$ cat config.mk
export PLATFORM = sky130hd
export DESIGN_NAME = gpio_in_ip
export DESIGN_NICKNAME = d
export VERILOG_FILES = /design/src/rtl/gpio_in_ip.sv
export SDC_FILE = /design/constraint.sdc
export NUM_CORES = 1
export LEC_CHECK = 0
export BUFFER_PORTS_ARGS = -buffer_cell sky130_fd_sc_hd__buf_2
export CAP_MARGIN = 20
export CORE_MARGIN = 5
export CORE_UTILIZATION = 52
export DETAILED_ROUTE_END_ITERATION = 8
export PLACE_DENSITY_LB_ADDON = 0.3
export SLEW_MARGIN = 20
export SYNTH_ARGS = -nofsm -noshare
export SYNTH_HDL_FRONTEND = slang
export SYNTH_SLANG_ARGS = --single-unit
$ cat constraint.sdc
create_clock -name clk -period 6.1 [get_ports clk]
set_input_delay 0.305 -clock clk [delete_from_list [all_inputs] [get_ports clk]]
set_output_delay 0.305 -clock clk [all_outputs]
set_load 0.005 [all_outputs]
$ cat src/rtl/gpio_in_ip.sv
// gpio_in_ip: input GPIO block; 2-flop synchronizer, per-pin edge capture, 4-register bus map, level irq.
// Latency: pin change before edge N -> EDGE set at N+2 (N+2+DB_CYCLES with DEBOUNCE_EN), irq at N+3.
// Optional macro DEBOUNCE_EN adds a per-pin stability filter of DB_CYCLES clocks ahead of edge detection.
module gpio_in_ip #(
  parameter int WIDTH     = 32,
  parameter int DB_CYCLES = 4
) (
  input  logic             clk,
  input  logic             rst,
  input  logic             sel,
  input  logic [1:0]       addr,
  input  logic             write_en,
  input  logic             read_en,
  input  logic [31:0]      wdata,
  output logic [31:0]      rdata,
  input  logic [WIDTH-1:0] gpio_in,
  output logic             irq
);

  localparam logic [1:0] ADDR_DATA = 2'd0;
  localparam logic [1:0] ADDR_EDGE = 2'd1;
  localparam logic [1:0] ADDR_MASK = 2'd2;
  localparam logic [1:0] ADDR_POL  = 2'd3;

  // Reject configurations the filter counter cannot represent.
  if (DB_CYCLES < 2) begin : g_bad_db_cycles
    $error("gpio_in_ip: DB_CYCLES must be >= 2");
  end

  logic [WIDTH-1:0] sync1;
  logic [WIDTH-1:0] sync2;
  logic [WIDTH-1:0] filt;
  logic [WIDTH-1:0] prev;
  logic [WIDTH-1:0] edge_flags;
  logic [WIDTH-1:0] mask;
  logic [WIDTH-1:0] pol;
  logic [WIDTH-1:0] evt;
  logic [WIDTH-1:0] wbits;
  logic [31:0]      rd_val;
  logic             wr_acc;
  logic             rd_acc;

  assign wr_acc = sel & write_en;
  assign rd_acc = sel & read_en;
  assign wbits  = wdata[WIDTH-1:0];

  // Two-flop synchronizer for the asynchronous pins.
  always_ff @(posedge clk or posedge rst) begin
    if (rst) begin
      sync1 <= '0;
      sync2 <= '0;
    end else begin
      sync1 <= gpio_in;
      sync2 <= sync1;
    end
  end

`ifdef DEBOUNCE_EN
  localparam int CW = $clog2(DB_CYCLES);
  localparam logic [CW-1:0] CNT_LAST = CW'(DB_CYCLES - 1);

  logic [CW-1:0] cnt [WIDTH];

  // Per-pin stability filter: accept a new level only after it persists DB_CYCLES clocks.
  always_ff @(posedge clk or posedge rst) begin
    if (rst) begin
      filt <= '0;
      for (int i = 0; i < WIDTH; i++) cnt[i] <= '0;
    end else begin
      for (int i = 0; i < WIDTH; i++) begin
        if (sync2[i] == filt[i]) begin
          cnt[i] <= '0;
        end else if (cnt[i] == CNT_LAST) begin
          filt[i] <= sync2[i];
          cnt[i]  <= '0;
        end else begin
          cnt[i] <= cnt[i] + 1'b1;
        end
      end
    end
  end
`else
  assign filt = sync2;
`endif

  // Edge polarity select: POL=0 detects rising, POL=1 detects falling.
  assign evt = (filt & ~prev & ~pol) | (~filt & prev & pol);

  // Edge history; never flushed on POL writes so a polarity change alone cannot fire.
  always_ff @(posedge clk or posedge rst) begin
    if (rst) prev <= '0;
    else     prev <= filt;
  end

  // Sticky edge flags with write-1-to-clear; a same-cycle event overrides the clear.
  always_ff @(posedge clk or posedge rst) begin
    if (rst) begin
      edge_flags <= '0;
    end else if (wr_acc && addr == ADDR_EDGE) begin
      edge_flags <= (edge_flags & ~wbits) | evt;
    end else begin
      edge_flags <= edge_flags | evt;
    end
  end

  // MASK and POL configuration registers.
  always_ff @(posedge clk or posedge rst) begin
    if (rst) begin
      mask <= '0;
      pol  <= '0;
    end else if (wr_acc) begin
      if (addr == ADDR_MASK) mask <= wbits;
      if (addr == ADDR_POL)  pol  <= wbits;
    end
  end

  // Read mux over pre-write register values, zero-extended to the bus width.
  always_comb begin
    rd_val = '0;
    case (addr)
      ADDR_DATA: rd_val[WIDTH-1:0] = filt;
      ADDR_EDGE: rd_val[WIDTH-1:0] = edge_flags;
      ADDR_MASK: rd_val[WIDTH-1:0] = mask;
      ADDR_POL:  rd_val[WIDTH-1:0] = pol;
      default:   rd_val = '0;
    endcase
  end

  // Registered read data; holds when no read is presented.
  always_ff @(posedge clk or posedge rst) begin
    if (rst)         rdata <= '0;
    else if (rd_acc) rdata <= rd_val;
  end

  // Registered level interrupt from any enabled pending edge.
  always_ff @(posedge clk or posedge rst) begin
    if (rst) irq <= 1'b0;
    else     irq <= |(edge_flags & mask);
  end

endmodule
======== Word level (Yosys, flattened, before mapping) ========
Index checks and enable logic that the tools add are counted.
storage, ports and cells
  output and inout port bits .............. 33
  logic and storage cells ................. 33
  flip-flop bits (word level) ............. 225
cells by class
  bitwise operators ....................... 15
  eq/ne operators ......................... 3
  multiplexer cells ....................... 2
  reductions and logical operators ........ 5
operator list
  kind                                                             count
  32-bit bitwise AND                                               6
  32-bit NOT                                                       4
  32-bit one-hot mux with 4 select lines                           1
  32-bit bitwise OR                                                3
  32-bit 2-to-1 mux                                                1
  32-bit OR reduction                                              1
  2-bit == test, second input constant                             2
  2-bit AND reduction                                              2
  1-bit bitwise AND                                                2
  2-bit by 1-bit == test with 1-bit output, second input constant  1
  2-bit zero test                                                  1
  1-bit logical AND                                                1

======== Longest topological paths before layout ========
  word-level depth ........................ 6
  gate-level depth with buffers ........... 6
  depth with buffers taken out ............ 3

======== Worst setup path before layout ========
OpenSTA, ideal clock, no wires.
  kind .................................... in2reg
  start point ............................. in addr[0]
  end point ............................... reg rdata[10]
  slack ................................... 4.653 ns
  stages on the path ...................... 4
  arrival time ............................ 1.322 ns
  setup time .............................. 0.125 ns
  path through ............................ buf_6 -> buf_12 -> mux4_2 -> mux2_2
between the ends
  longest elaborated chain between the ends .. 2
RTL lines
  element                                      line  source
  start: declaration                           11    input logic [1:0] addr,
  2-bit == test, or another cell as far along  120   case (addr)
  32-bit one-hot mux with 4 select lines (*)   120
  end signal: assignment                       132   else if (rd_acc) rdata <= rd_val;
  end: declaration                             15    output logic [31:0] rdata,
Mark *: on every way between the ends. The rest lies on a longest branch, timed or not.
A chain may end at the register's enable or synchronous reset.

==> impl_metrics.csv <==
group,metric,value,unit
cts,clk_pin_slew_worst_paths,0.06,ns
logic_synthesis,seq_area_frac_synth,65.7,%
logic_synthesis,synthesis.nets,695,
layout,fin_cells,1003,
worst_setup_path,worstSetupPathType,"input pin to asynchronous set/reset pin",
sta,hold_viol,0,
layout,final_common_cell,"dfrtp_1",
floorplanning,ios,104,
detailed_routing,remaining_drc_errors,0,
power,finalPower,3.81,mW
worst_hold_path,min_to,"mask[22]$_DFFE_PP0P_",
grt,grt_overflow,0,
run,maxCapViolCount,0,
sta,min_period,2.23,ns
cts,clk_latency,0.50,ns
logic_synthesis,netlist_area,0.00858,mm^2
detailed_routing,wl_per_cell,18.4,um
detailed_routing,drtPass1Iterations,5,
layout,layout_common_cells,"dfrtp_1, nand2_1, buf_2",
worst_setup_path,r2r_cells,3,
grt,groute.usage.overall,19.6,%
sta,finalSetupTns,0,ns
sta,finalSetupViolCount,0,
sta,slew_headroom,31.5,%
sta,fmax,449,MHz
worst_hold_path,hold_path_startpoint,"wdata[22]",
worst_setup_path,reg2reg_slack,4.59,ns
worst_hold_path,hold_depth,2,
placement,io_buffers,103,
placement,dp_hpwl,11900,um
detailed_routing,ant_nets,0,
power,power_density,366,mW/mm^2
layout,area_growth,21.5,%
logic_synthesis,ys_seq_elements,225,
placement,dp.cells,928,
worst_setup_path,r2r_end,"irq$_DFF_PP0_",
floorplanning,die_w,138,um
floorplanning,row_count,47,
sta,fin_skew,0.00590,ns
floorplanning,dieHeight,138,um
cts,clkSinkCount,225,
cts,cts_buffers,23,
grt,grt_pass1_vias,5984,
detailed_routing,drtIter0Drc,418,
logic_synthesis,synth_cells,624,
placement,gp_congestion,0.779,
cts,cts.htree.levels,1,
cts,cts_tree,"yes",
sta,period_share,36.5,%
sta,worst_slew_pin_slew,1.03,ns
worst_setup_path,startpoint_type,"input pin",
floorplanning,core-area,0.0164,mm^2
layout,n_fill_cell,1203,
grt,antenna_found_initial,0,
power,ir_drop,0.000265,V
power,p_leak,4.63,nW
floorplanning,start_util,52.3,%
sta,drv_slew,0,
cts,cts_buffer_depth,3,
worst_setup_path,cp.arrival,2.75,ns
layout,multi_input_area,0.00271,mm^2
layout,final_nets,838,
logic_synthesis,synth.avg_cell_area,13.7,um^2
outcome,status,"finished clean",
sta,rsz0062_at_grt,"false",
detailed_routing,drt-vias-per-instance,5.53,
logic_synthesis,yosys.cell_types.count,22,
grt,grt_pass1_wl,30600,um
cts,cts_resized,0,
worst_setup_path,cp_max_fo,69,
worst_setup_path,end_kind,"asynchronous set/reset pin",
logic_synthesis,synth_warnings,0,
layout,ff_latch_area,0.00563,mm^2
worst_hold_path,hold_class,"input pin to flip-flop",
worst_setup_path,required,6.62,ns
floorplanning,die_area,0.0192,mm^2
grt,grt_max_degree,83,
cts,clk_root_buffer_cell,"clkbuf_16",
layout,drive_gt1_share,30.5,%
layout,antenna_cells,0,
detailed_routing,wl,18500,um
worst_setup_path,r2r-start,"edge_flags[14]$_DFF_PP0_",
detailed_routing,via_count,5545,
worst max-delay path, cell delays in order:
cell and delay (ns):
dlygate4sd3_1 0.53, buf_2 0.13, clkinvlp_4 0.25, buf_4 0.67, buf_4 0.79
worst max path at each step:
stage / start / to / slack [ns] / depth (start not counted)
floorplan: rst / edge_flags[0]$_DFF_PP0_ / 2.86 / 1
global placement: addr[0] / edge_flags[16]$_DFF_PP0_ / 3.32 / 5
detailed placement: addr[0] / edge_flags[2]$_DFF_PP0_ / 3.10 / 5
CTS: addr[0] / edge_flags[6]$_DFF_PP0_ / 3.62 / 5
global route: rst / sync1[21]$_DFF_PP0_ / 3.46 / 5
finish: rst / rdata[26]$_DFFE_PP0P_ / 3.87 / 5
sequential cells by signal, summed over array words and instances, names as in the netlist:
name        flops
filt           32
mask           32
prev           32
sync1          32
pol            32
edge_flags     32
rdata          32
irq             1
power by group:
group          internal [mW]  switching, mW  leakage [nW]
registers               1.69          0.143          2.59
logic                  0.260          0.207          1.63
clock network          0.948          0.567         0.418
total                   2.90          0.918          4.63
cell families after synthesis:
| group | Yosys count | synth area share, % |
|---|---|---|
| flops | 225 | 65.7 |
| simple gates | 158 | 7.56 |
| compound gates | 108 | 8.05 |
| mux | 88 | 15.9 |
| buf+inv | 45 | 2.80 |
cell type report:
type	count	share of cell area (%)
Inverter	21	0.793
Sequential cell	225	54.0
Multi-Input combinational cell	354	26.0
Timing Repair Buffer	142	8.62
Tap cell	220	2.64
Clock inverter	14	1.87
Clock buffer	27	6.05
synth_stat cells:
| master | count | area share [%] |
|---|---|---|
| nand4b_2 | 1 | 0.18 |
| mux4_1 | 4 | 1.2 |
| o211ai_1 | 20 | 1.8 |
| nand4b_1 | 1 | 0.10 |
| nor2_1 | 44 | 1.9 |
| a221o_1 | 12 | 1.4 |
| buf_2 | 9 | 0.53 |
| o21ai_0 | 60 | 3.5 |
| and4b_2 | 1 | 0.13 |
| clkbuf_1 | 10 | 0.44 |
| dfrtp_1 | 225 | 66 |
| buf_4 | 1 | 0.088 |
| mux2_2 | 56 | 7.4 |
| mux4_2 | 28 | 7.4 |
| buf_12 | 3 | 0.70 |
| buf_6 | 1 | 0.13 |
| a22oi_1 | 16 | 1.4 |
| or4_1 | 1 | 0.088 |
| nand2_1 | 105 | 4.6 |
| nand4_1 | 4 | 0.29 |
| inv_1 | 21 | 0.92 |
| nand4_4 | 1 | 0.25 |
through the flow:
stage	util (%)	cell area (um^2)	worst slack (ns)	hold slack, ns
after floorplan	-	8580	2.86	0.331
after detailed placement	56.4	9250	3.10	0.300
final	63.5	10400	3.87	0.0715
after CTS	63.4	10400	3.62	0.0563
after global placement	56.4	9250	3.32	0.287
after global routing	63.5	10400	3.46	0.0622
per-layer routing:
metal	wire [um]	global-route usage [%]	share of wire, %	up-vias
met4	396	5.41	2.1	0
li1	-	-	-	2508
met3	834	3.14	4.5	33
met2	9580	34.4	52	144
met1	7650	25.4	41	2860
met5	0	0	0	-
timing repair:
| item | 4_1_cts | 5_1_grt |
|---|---|---|
| hold buffers | 33 | 0 |
| buffers inserted | 0 | 0 |
| hold endpoints to repair | 46 | 0 |
Note: power is estimated with default switching activity, not from simulation.
